`src/rtl/float_accumulator.sv`:
```
// Frame accumulator for the FPU float format (sign, unbiased two's-complement exponent,
// hidden-one mantissa); each term runs a fixed 4-cycle idle/align/add/normalize loop.
module float_accumulator #(
    parameter int unsigned EXP_W   = 8,
    parameter int unsigned MANT_W  = 23,
    parameter int unsigned N_TERMS = 16
) (
    input  logic              clk,
    input  logic              rstn,
    input  logic              in_valid,
    output logic              in_ready,
    input  logic              in_sign,
    input  logic [EXP_W-1:0]  in_exp,
    input  logic [MANT_W-1:0] in_mantis,
    output logic              out_valid,
    output logic              out_sign,
    output logic [EXP_W-1:0]  out_exp,
    output logic [MANT_W-1:0] out_mantis,
    output logic              out_zero,
    output logic              out_ovf
);

    localparam int unsigned SigW = MANT_W + 1;
    localparam int unsigned SumW = MANT_W + 2;
    localparam int unsigned ExtW = EXP_W + 1;
    localparam int unsigned LzW  = $clog2(SigW + 1);
    localparam int unsigned CntW = $clog2(N_TERMS + 1);

    localparam logic [CntW-1:0]  LastCnt  = CntW'(N_TERMS - 1);
    localparam logic [ExtW-1:0]  MaxShift = ExtW'(SigW);
    localparam logic [EXP_W-1:0] ExpMax   = {1'b0, {(EXP_W - 1){1'b1}}};

    typedef enum logic [1:0] {
        StIdle,
        StAlign,
        StAdd,
        StNorm
    } state_e;

    state_e state_q, state_d;

    // Captured input term
    logic              op_sign_q, op_sign_d;
    logic [EXP_W-1:0]  op_exp_q, op_exp_d;
    logic [MANT_W-1:0] op_mant_q, op_mant_d;

    // Running sum of the current frame
    logic              acc_sign_q, acc_sign_d;
    logic [EXP_W-1:0]  acc_exp_q, acc_exp_d;
    logic [MANT_W-1:0] acc_mant_q, acc_mant_d;
    logic              acc_zero_q, acc_zero_d;
    logic [CntW-1:0]   cnt_q, cnt_d;
    logic              ovf_q, ovf_d;

    // Aligned operands (ALIGN -> ADD)
    logic              big_sign_q, big_sign_d;
    logic              small_sign_q, small_sign_d;
    logic [SigW-1:0]   big_sig_q, big_sig_d;
    logic [SigW-1:0]   small_sig_q, small_sig_d;
    logic [EXP_W-1:0]  e1_q, e1_d;

    // Raw sum (ADD -> NORM)
    logic [SumW-1:0]   sum_q, sum_d;
    logic              sum_sign_q, sum_sign_d;

    // Frame result registers
    logic              out_valid_q, out_valid_d;
    logic              out_sign_q, out_sign_d;
    logic [EXP_W-1:0]  out_exp_q, out_exp_d;
    logic [MANT_W-1:0] out_mant_q, out_mant_d;
    logic              out_zero_q, out_zero_d;
    logic              out_ovf_q, out_ovf_d;

    // ---------------- align datapath ----------------
    logic [ExtW-1:0] acc_ext, op_ext, exp_diff, shamt;
    logic            acc_big;
    logic [SigW-1:0] acc_sig, op_sig, small_pre, small_aligned;

    always_comb begin
        acc_ext   = {acc_exp_q[EXP_W-1], acc_exp_q};
        op_ext    = {op_exp_q[EXP_W-1], op_exp_q};
        exp_diff  = acc_ext - op_ext;
        acc_big   = ~exp_diff[ExtW-1];
        shamt     = acc_big ? exp_diff : (op_ext - acc_ext);
        acc_sig   = {1'b1, acc_mant_q};
        op_sig    = {1'b1, op_mant_q};
        small_pre = acc_big ? op_sig : acc_sig;
        // Anything shifted past the hidden one is gone entirely after truncation
        small_aligned = (shamt >= MaxShift) ? '0 : (small_pre >> shamt);
    end

    // ---------------- add datapath ----------------
    logic [SumW-1:0] add_sum;
    logic            add_sign;

    always_comb begin
        add_sum  = '0;
        add_sign = 1'b0;
        if (big_sign_q == small_sign_q) begin
            add_sum  = {1'b0, big_sig_q} + {1'b0, small_sig_q};
            add_sign = big_sign_q;
        end else if (big_sig_q > small_sig_q) begin
            add_sum  = {1'b0, big_sig_q - small_sig_q};
            add_sign = big_sign_q;
        end else if (big_sig_q < small_sig_q) begin
            add_sum  = {1'b0, small_sig_q - big_sig_q};
            add_sign = small_sign_q;
        end
    end

    // ---------------- normalize datapath ----------------
    logic [LzW-1:0]    lz;
    logic [MANT_W-1:0] norm_mant;
    logic [ExtW-1:0]   e1_ext, exp_wide;
    logic              res_zero, res_sign, res_ovf;
    logic [EXP_W-1:0]  res_exp;
    logic [MANT_W-1:0] res_mant;

    always_comb begin
        lz = LzW'(SigW);
        for (int i = 0; i < int'(SigW); i++) begin
            if (sum_q[i]) begin
                lz = LzW'(int'(SigW) - 1 - i);
            end
        end
    end

    always_comb begin
        e1_ext    = {e1_q[EXP_W-1], e1_q};
        norm_mant = MANT_W'(sum_q[MANT_W:0] << lz);
        exp_wide  = '0;
        res_zero  = 1'b0;
        res_sign  = sum_sign_q;
        res_ovf   = 1'b0;
        res_exp   = '0;
        res_mant  = '0;
        if (sum_q == '0) begin
            res_zero = 1'b1;
        end else begin
            if (sum_q[SumW-1]) begin
                exp_wide = e1_ext + ExtW'(1);
                res_mant = sum_q[MANT_W:1];
            end else begin
                exp_wide = e1_ext - ExtW'(lz);
                res_mant = norm_mant;
            end
            res_exp = exp_wide[EXP_W-1:0];
            // Top two bits 01: above max, 10: below min
            if (exp_wide[ExtW-1 -: 2] == 2'b01) begin
                res_ovf  = 1'b1;
                res_exp  = ExpMax;
                res_mant = '1;
            end else if (exp_wide[ExtW-1 -: 2] == 2'b10) begin
                res_zero = 1'b1;
            end
        end
        if (res_zero) begin
            res_sign = 1'b0;
            res_exp  = '0;
            res_mant = '0;
        end
    end

    // ---------------- control ----------------
    always_comb begin
        state_d      = state_q;
        op_sign_d    = op_sign_q;
        op_exp_d     = op_exp_q;
        op_mant_d    = op_mant_q;
        acc_sign_d   = acc_sign_q;
        acc_exp_d    = acc_exp_q;
        acc_mant_d   = acc_mant_q;
        acc_zero_d   = acc_zero_q;
        cnt_d        = cnt_q;
        ovf_d        = ovf_q;
        big_sign_d   = big_sign_q;
        small_sign_d = small_sign_q;
        big_sig_d    = big_sig_q;
        small_sig_d  = small_sig_q;
        e1_d         = e1_q;
        sum_d        = sum_q;
        sum_sign_d   = sum_sign_q;
        out_valid_d  = 1'b0;
        out_sign_d   = out_sign_q;
        out_exp_d    = out_exp_q;
        out_mant_d   = out_mant_q;
        out_zero_d   = out_zero_q;
        out_ovf_d    = out_ovf_q;
        in_ready     = (state_q == StIdle);

        unique case (state_q)
            StIdle: begin
                if (in_valid) begin
                    op_sign_d = in_sign;
                    op_exp_d  = in_exp;
                    op_mant_d = in_mantis;
                    state_d   = StAlign;
                end
            end
            StAlign: begin
                if (acc_zero_q) begin
                    big_sign_d   = op_sign_q;
                    small_sign_d = op_sign_q;
                    big_sig_d    = op_sig;
                    small_sig_d  = '0;
                    e1_d         = op_exp_q;
                end else if (acc_big) begin
                    big_sign_d   = acc_sign_q;
                    small_sign_d = op_sign_q;
                    big_sig_d    = acc_sig;
                    small_sig_d  = small_aligned;
                    e1_d         = acc_exp_q;
                end else begin
                    big_sign_d   = op_sign_q;
                    small_sign_d = acc_sign_q;
                    big_sig_d    = op_sig;
                    small_sig_d  = small_aligned;
                    e1_d         = op_exp_q;
                end
                state_d = StAdd;
            end
            StAdd: begin
                sum_d      = add_sum;
                sum_sign_d = add_sign;
                state_d    = StNorm;
            end
            StNorm: begin
                acc_sign_d = res_sign;
                acc_exp_d  = res_exp;
                acc_mant_d = res_mant;
                acc_zero_d = res_zero;
                cnt_d      = cnt_q + CntW'(1);
                ovf_d      = ovf_q | res_ovf;
                if (cnt_q == LastCnt) begin
                    out_valid_d = 1'b1;
                    out_sign_d  = res_sign;
                    out_exp_d   = res_exp;
                    out_mant_d  = res_mant;
                    out_zero_d  = res_zero;
                    out_ovf_d   = ovf_q | res_ovf;
                    acc_sign_d  = 1'b0;
                    acc_exp_d   = '0;
                    acc_mant_d  = '0;
                    acc_zero_d  = 1'b1;
                    cnt_d       = '0;
                    ovf_d       = 1'b0;
                end
                state_d = StIdle;
            end
            default: state_d = StIdle;
        endcase
    end

    always_ff @(posedge clk or negedge rstn) begin
        if (!rstn) begin
            state_q      <= StIdle;
            op_sign_q    <= 1'b0;
            op_exp_q     <= '0;
            op_mant_q    <= '0;
            acc_sign_q   <= 1'b0;
            acc_exp_q    <= '0;
            acc_mant_q   <= '0;
            acc_zero_q   <= 1'b1;
            cnt_q        <= '0;
            ovf_q        <= 1'b0;
            big_sign_q   <= 1'b0;
            small_sign_q <= 1'b0;
            big_sig_q    <= '0;
            small_sig_q  <= '0;
            e1_q         <= '0;
            sum_q        <= '0;
            sum_sign_q   <= 1'b0;
            out_valid_q  <= 1'b0;
            out_sign_q   <= 1'b0;
            out_exp_q    <= '0;
            out_mant_q   <= '0;
            out_zero_q   <= 1'b0;
            out_ovf_q    <= 1'b0;
        end else begin
            state_q      <= state_d;
            op_sign_q    <= op_sign_d;
            op_exp_q     <= op_exp_d;
            op_mant_q    <= op_mant_d;
            acc_sign_q   <= acc_sign_d;
            acc_exp_q    <= acc_exp_d;
            acc_mant_q   <= acc_mant_d;
            acc_zero_q   <= acc_zero_d;
            cnt_q        <= cnt_d;
            ovf_q        <= ovf_d;
            big_sign_q   <= big_sign_d;
            small_sign_q <= small_sign_d;
            big_sig_q    <= big_sig_d;
            small_sig_q  <= small_sig_d;
            e1_q         <= e1_d;
            sum_q        <= sum_d;
            sum_sign_q   <= sum_sign_d;
            out_valid_q  <= out_valid_d;
            out_sign_q   <= out_sign_d;
            out_exp_q    <= out_exp_d;
            out_mant_q   <= out_mant_d;
            out_zero_q   <= out_zero_d;
            out_ovf_q    <= out_ovf_d;
        end
    end

    assign out_valid  = out_valid_q;
    assign out_sign   = out_sign_q;
    assign out_exp    = out_exp_q;
    assign out_mantis = out_mant_q;
    assign out_zero   = out_zero_q;
    assign out_ovf    = out_ovf_q;

endmodule

```
`config.mk`:
```
export PLATFORM = sky130hd
export DESIGN_NAME = float_accumulator
export DESIGN_NICKNAME = d
export VERILOG_FILES = /design/src/rtl/float_accumulator.sv
export SDC_FILE = /design/constraint.sdc
export NUM_CORES = 1
export LEC_CHECK = 0
export BUFFER_PORTS_ARGS = -buffer_cell sky130_fd_sc_hd__buf_2
export CAP_MARGIN = 0
export CORE_MARGIN = 5
export CORE_UTILIZATION = 50
export CTS_BUF_LIST = sky130_fd_sc_hd__clkbuf_16
export CTS_CLUSTER_SIZE = 28
export DETAILED_ROUTE_END_ITERATION = 8
export GPL_TIMING_DRIVEN = 0
export PLACE_DENSITY_LB_ADDON = 0.1
export SLEW_MARGIN = 15
export SYNTH_ARGS = -nofsm -noshare
export SYNTH_HDL_FRONTEND = slang
export SYNTH_SLANG_ARGS = --single-unit
```
`constraint.sdc`:
```
create_clock -name clk -period 5.3 [get_ports clk]
set_input_delay 0.53 -clock clk [delete_from_list [all_inputs] [get_ports clk]]
set_output_delay 0.53 -clock clk [all_outputs]
set_load 0.02 [all_outputs]
```
==> flow_summary.ini, run 1 <==
[synthesis]
yosys.cell_count.top_type = nor2_1
synth.distinct_cells = 94
syn-instance-count = 1852
synthTopCellsByArea = dfrtp_1 31%, ha_1 8.2%, a21oi_1 5.4%
synth_top_area_cell = dfrtp_1
synthFlopType = dfrtp_1
syn_avg_cell_area_um2 = 8.36
yosys_register_bits = 192
synth_adder_area_share = 0.0902
synth_compound_area_frac = 0.245
synthSimpleGateAreaFrac = 0.159
synth_nets = 1995
synthArstFlopShare = 1.00
yosysWarnings = 0
synth.area.mux_share = 0.103
synth_top_area_frac = 0.309
synthTopCellsByCount = 195 x nor2_1, 191 x dfrtp_1, 166 x a21oi_1
synth_area_um2 = 15500
synth_top_family_by_area = compound AO/OA/AOI/OAI gates
synth_edf_count = 0
yosysSeqAreaShare = 0.310
synth_xor_area_frac = 0.0197

[global_route]
grt_overflow = 0
grt_pass1_wl_mm = 87.5
grt_pass1_vias = 14600
track_usage = 0.329
antenna_found_initial = 0
grt_start_max_net_pins = 74

[floorplanning]
die_h_um = 186
fp.coreArea_um2 = 30600
initial_core_util = 0.506
die_w_um = 186
rows = 64
ios = 71
die_area_um2 = 34600

[detailed_routing]
wl_per_cell_um = 24.1
wirelength_mm = 56.9
drc = 0
drtAntennaViolNets = 0
drt_first_pass_iters = 6
drt-initial-drc-count = 1565
vias = 15200
vias_per_cell = 6.44

[clocking]
clk_latency_ns = 0.45
cts.htree.levels = 4
cts-root-buf = clkbuf_16
holdBufCountCts = 0
cts.clk_slew.worst_paths_ns = 0.08
clockBufferDepth = 2
cts.sinks = 192
cts_tree = built
cts_buffers = 17

[finish]
layout-drive-gt1-share = 0.138
area_delta_synth_final_pct = 11.6
fillers = 2939
fin_cells = 2360
final_net_count = 2092

[critical_path]
r2r_slack_ns = 0.18
arrival_ns = 5.42
worstReg2RegStart = sum_q[16]
crit_start = sum_q[16]
crit_end = acc_mant_q[8]
worst_setup_path_end_kind = flop
r2r-end = acc_mant_q[8]
worstPathRequired_ns = 5.60
crit_fanout = 10
worstSetupStartpointType = flop
worstSetupPathType = flop to flop
reg2regPathDepth = 20

[placement]
port_buffers = 70
hpwl_mm = 44.9
dp_cells = 2324
gp_congestion = 1.01

[timing]
finalCriticalPeriod_ns = 5.12
fmax_mhz = 195
fin_worst_skew_ns = 0.0183
timing.final.crit_share = 0.966
finalHoldViolations = 0
rsz0062_at_grt = false
slew_violations = 0
max_slew_margin = 0.175
worst_pin_slew_ns = 1.23
finalSetupViolCount = 0

[min_path]
hold_class = input pin to async pin

[run]
drv_cap = 0

[outcome]
status = finished clean
-- metrics by stage --
| stage | hold slack, ns | util | setup TNS [ns] | setup slack, ns | instance area (um2) |
|---|---|---|---|---|---|
| floorplan | 0.234 | - | 0 | 0.760 | 15500 |
| global placement | 0.464 | 0.534 | -25.14 | -1.50 | 16300 |
| detailed placement | 0.473 | 0.537 | -19.40 | -0.951 | 16400 |
| CTS | 0.0206 | 0.563 | 0 | 0.00282 | 17200 |
| global route | 0.0407 | 0.565 | 0 | 0.0115 | 17300 |
| finish | 0.00449 | 0.565 | 0 | 0.179 | 17300 |
-- worst min-delay path by stage --
stage                        start              to  slack, ns  cells past startpoint
finish                        rstn    op_mant_q[3]      0.004                      1
CTS                           rstn    op_mant_q[3]       0.02                      1
floorplan                     rstn    acc_exp_q[0]       0.23                      0
global placement    out_mantis[10]  out_mantis[10]       0.46                      2
detailed placement        out_sign        out_sign       0.47                      2
global route                  rstn    op_mant_q[3]       0.04                      1
-- cell type report --
cell class / instances / area, um2 / share of cell area
clock buffers: 17 / 425 / 0.0246
well taps: 396 / 495 / 0.0287
diodes: 2 / 5.00 / 0.000290
plain buffers: 121 / 563 / 0.0326
multi-input cells: 1390 / 9730 / 0.563
repair buffers: 81 / 485 / 0.0281
inverters: 146 / 551 / 0.0318
flip-flops and latches: 192 / 4810 / 0.278
clock inverters: 15 / 223 / 0.0129
-- flip-flops by register name, indices dropped and copies added, names as in the netlist, 2 cells and up --
name	count
sum_q	25
acc_exp_q	8
acc_mant_q	23
out_exp	8
cnt_q	5
small_sig_q	24
state_q	2
op_mant_q	23
out_mantis	23
op_exp_q	8
e1_q	8
big_sig_q	24
-- worst max-delay path: stages (launching register included) --
cell and delay (ns):
dfrtp_2 0.49, or4_4 0.58, or3_4 0.36, a31oi_4 0.22, nor2_2 0.09, inv_4 0.14, buf_6 0.18, ha_1 0.21
and3_1 0.17, ha_1 0.22, nor2b_1 0.16, ha_1 0.36, nand2_1 0.08, o21ai_0 0.13, o41ai_2 0.34, xnor2_2 0.14
and2_4 0.23, buf_4 0.23, a221oi_2 0.30, buf_2 0.25, o22ai_1 0.09
-- cells by family (layout without fill, tap and decap cells) --
logic type      Yosys count  in the layout
buf+inv                 270            380
xor+xnor                 34             34
fa+ha+maj               108            108
flops                   192            192
mux                     135            135
simple gates            539            539
other cells               0              2
compound gates          574            574
-- cell usage in the layout, fill, tap and decap left out, drive strengths merged, types with 8 or more instances in the layout --
cell       n
o221ai    23
mux4      15
nand4     12
buf      122
nand2b    18
xnor2     24
clkbuf    97
inv      153
a31oi     28
nor2b     22
nor3      33
nor2     196
a2111oi    8
a21oi    168
o22ai     51
a21o      29
xor2      10
o21bai     8
mux2i     76
o31ai     14
a221oi    12
a211oi    19
nand2    147
nand3     43
or2       11
and3      18
a211o      8
ha       102
o2111ai    8
o211ai    20
dfrtp    191
or3       12
mux2      44
o21ai    105
o21a       8
-- metal layers --
layer | part of all wire | up-vias | GRT usage
met5 | 0 | - | 0
met4 | 0.049 | 0 | 0.140
met3 | 0.075 | 146 | 0.0520
met2 | 0.44 | 746 | 0.511
met1 | 0.43 | 7448 | 0.459
li1 | - | 6854 | -
-- repair_timing --
| action | CTS | global route |
|---|---|---|
| gates resized for setup | 25 | 27 |
| setup buffers | 3 | 2 |
| endpoints found under the setup margin | 60 | 63 |
| pin swaps | 3 | 3 |
Power of run 1 is not shown: default switching activity piles up to over one toggle a cycle in this logic, so the estimate is an artifact.
==> run 2: changes to the inputs <==
==> constraint.sdc (replaced) <==
create_clock -name clk -period 5.3 [get_ports clk]
set_input_delay 0.265 -clock clk [delete_from_list [all_inputs] [get_ports clk]]
set_output_delay 0.265 -clock clk [all_outputs]
set_load 0.02 [all_outputs]
==> run 2 against run 1 <==
Effect of this change: sequential cell count unchanged; cell area about the same; non-clock buffer count increased by 1; register-to-register slack got worse by 0.02 ns; count of clock-buffer cells in the layout is the same; hold slack better by 0.028 ns; worst setup slack worse by 0.021 ns; critical path type unchanged.
==> flow_summary.ini, run 2 (synthesis gave the netlist of run 1 again) <==
[critical_path]
reg2regPathDepth = 20
slowest_stage = or4_4
worstReg2RegStart = sum_q[16]
worstPathRequired_ns = 5.60
cp.depth = 20
worstSetupStartpointType = flop
r2r-end = acc_mant_q[8]
slowest_delay_ns = 0.58
critical-path-top-delay-family = simple AND/OR/NAND/NOR gates
crit_path_frequent_cell = ha_1
crit_start = sum_q[16]
crit_fanout = 10
crit_end = acc_mant_q[8]
cp_num_buf_inv = 4
worst_setup_path_end_kind = flop
crit_chain = or4_4, or3_4, a31oi_4, nor2_2, inv_4, buf_6, ha_1, and3_1, ha_1, nor2b_1, ha_1, nand2_1, o21ai_0, o41ai_2, xnor2_2, and2_4, buf_4, a221oi_2, buf_2, o22ai_1
r2r_slack_ns = 0.16
arrival_ns = 5.45
worstSetupPathType = flop to flop

[floorplanning]
ios = 71
initial_core_util = 0.506
fp.coreArea_um2 = 30600
die_h_um = 186
rows = 64
die_area_um2 = 34600
die_w_um = 186

[timing]
fmax_mhz = 194
timing.final.crit_share = 0.970
max_slew_margin = 0.196
finalCriticalPeriod_ns = 5.14
finalSetupViolCount = 0
setup_slack_ns = 0.158
fin_worst_skew_ns = 0.0185
finalHoldViolations = 0
worst_pin_slew_ns = 1.20
slew_violations = 0
rsz0062_at_grt = false

[placement]
dpl_cell_area_um2 = 16400
gp_congestion = 1.01
dp_cells = 2324
place_ws_ns = -0.951
port_buffers = 70
hpwl_mm = 44.9

[clocking]
cts-root-buf = clkbuf_16
cts.htree.levels = 4
cts_tree = built
cts.clk_slew.worst_paths_ns = 0.09
clockBufferDepth = 2
clk_latency_ns = 0.45
cts.sinks = 192
cts_buffers = 17

[finish]
layout_commonest_cell = nor2_1
layout-drive-gt1-share = 0.138
area_delta_synth_final_pct = 11.7
final_net_count = 2093
fillers = 2938
mostFrequentLayoutCells = 194 x nor2_1, 188 x dfrtp_1, 164 x a21oi_1
design_area_um2 = 17300
reg.largest.list = sum_q x25, big_sig_q x24, small_sig_q x24
fin_cells = 2361
utilization = 0.565
largest_reg_flops = 25
top_register = sum_q

[global_route]
grt_overflow = 0
grt_pass1_wl_mm = 87.5
grt_pass1_vias = 14600
antenna_found_initial = 0
track_usage = 0.329
grt_start_max_net_pins = 74

[detailed_routing]
vias_per_cell = 6.44
drc = 0
drt_first_pass_iters = 8
vias = 15200
wl_per_cell_um = 24.0
drt-initial-drc-count = 1675
drtAntennaViolNets = 0
wirelength_mm = 56.8

[run]
drv_cap = 0

[min_path]
hold_class = input pin to flop

[outcome]
status = finished clean
==> run 2: worst min path at each step <==
stage          depth (start not counted)            from              to
2_1_floorplan                          0            rstn    acc_exp_q[0]
3_3_place_gp                           2  out_mantis[10]  out_mantis[10]
3_5_place_dp                           1            rstn    op_mant_q[3]
4_1_cts                                2        in_valid      state_q[1]
5_1_grt                                2   in_mantis[20]   op_mant_q[20]
6_report                               2        in_valid      state_q[1]
==> run 2: what timing repair did <==
| action | in CTS | in global routing |
|---|---|---|
| endpoints found under the setup margin | 60 | 63 |
| hold buffers | 1 | 0 |
| pin swaps | 3 | 3 |
| setup buffers | 3 | 2 |
| hold endpoints to repair | 64 | 0 |
| resized for setup | 25 | 27 |
==> run 2: per-stage QoR <==
stage | hold WS (ns) | setup TNS (ns)
detailed placement | 0.241 | -19.40
finish | 0.0323 | 0
floorplan | -0.0306 | 0
global placement | 0.464 | -25.14
CTS | 0.0187 | 0
global route | 0.0330 | 0
==> run 2: final cells by class <==
class,instances,area [um2],share of cell area
Inverter,146,551,0.0318
Tap cell,396,495,0.0286
Clock inverter,15,223,0.0129
Buffer,121,563,0.0326
Antenna cell,2,5.00,0.000289
Multi-Input combinational cell,1390,9730,0.562
Sequential cell,192,4810,0.278
Clock buffer,17,425,0.0246
Timing Repair Buffer,82,495,0.0286
==> run 2: worst register-to-register path, stage by stage (launching register included) <==
cell	delay, ns
dfrtp_2	0.49
or4_4	0.58
or3_4	0.36
a31oi_4	0.22
nor2_2	0.09
inv_4	0.14
buf_6	0.18
ha_1	0.22
and3_1	0.17
ha_1	0.22
nor2b_1	0.16
ha_1	0.36
nand2_1	0.08
o21ai_0	0.13
o41ai_2	0.35
xnor2_2	0.14
and2_4	0.23
buf_4	0.23
a221oi_2	0.31
buf_2	0.25
o22ai_1	0.09
==> run 2: routing by layer <==
metal,GRT usage,wire [um]
met5,0,0
met4,0.140,2730
met3,0.0520,4220
met2,0.512,25400
met1,0.459,24400
Power of run 2 is left out for the same reason.
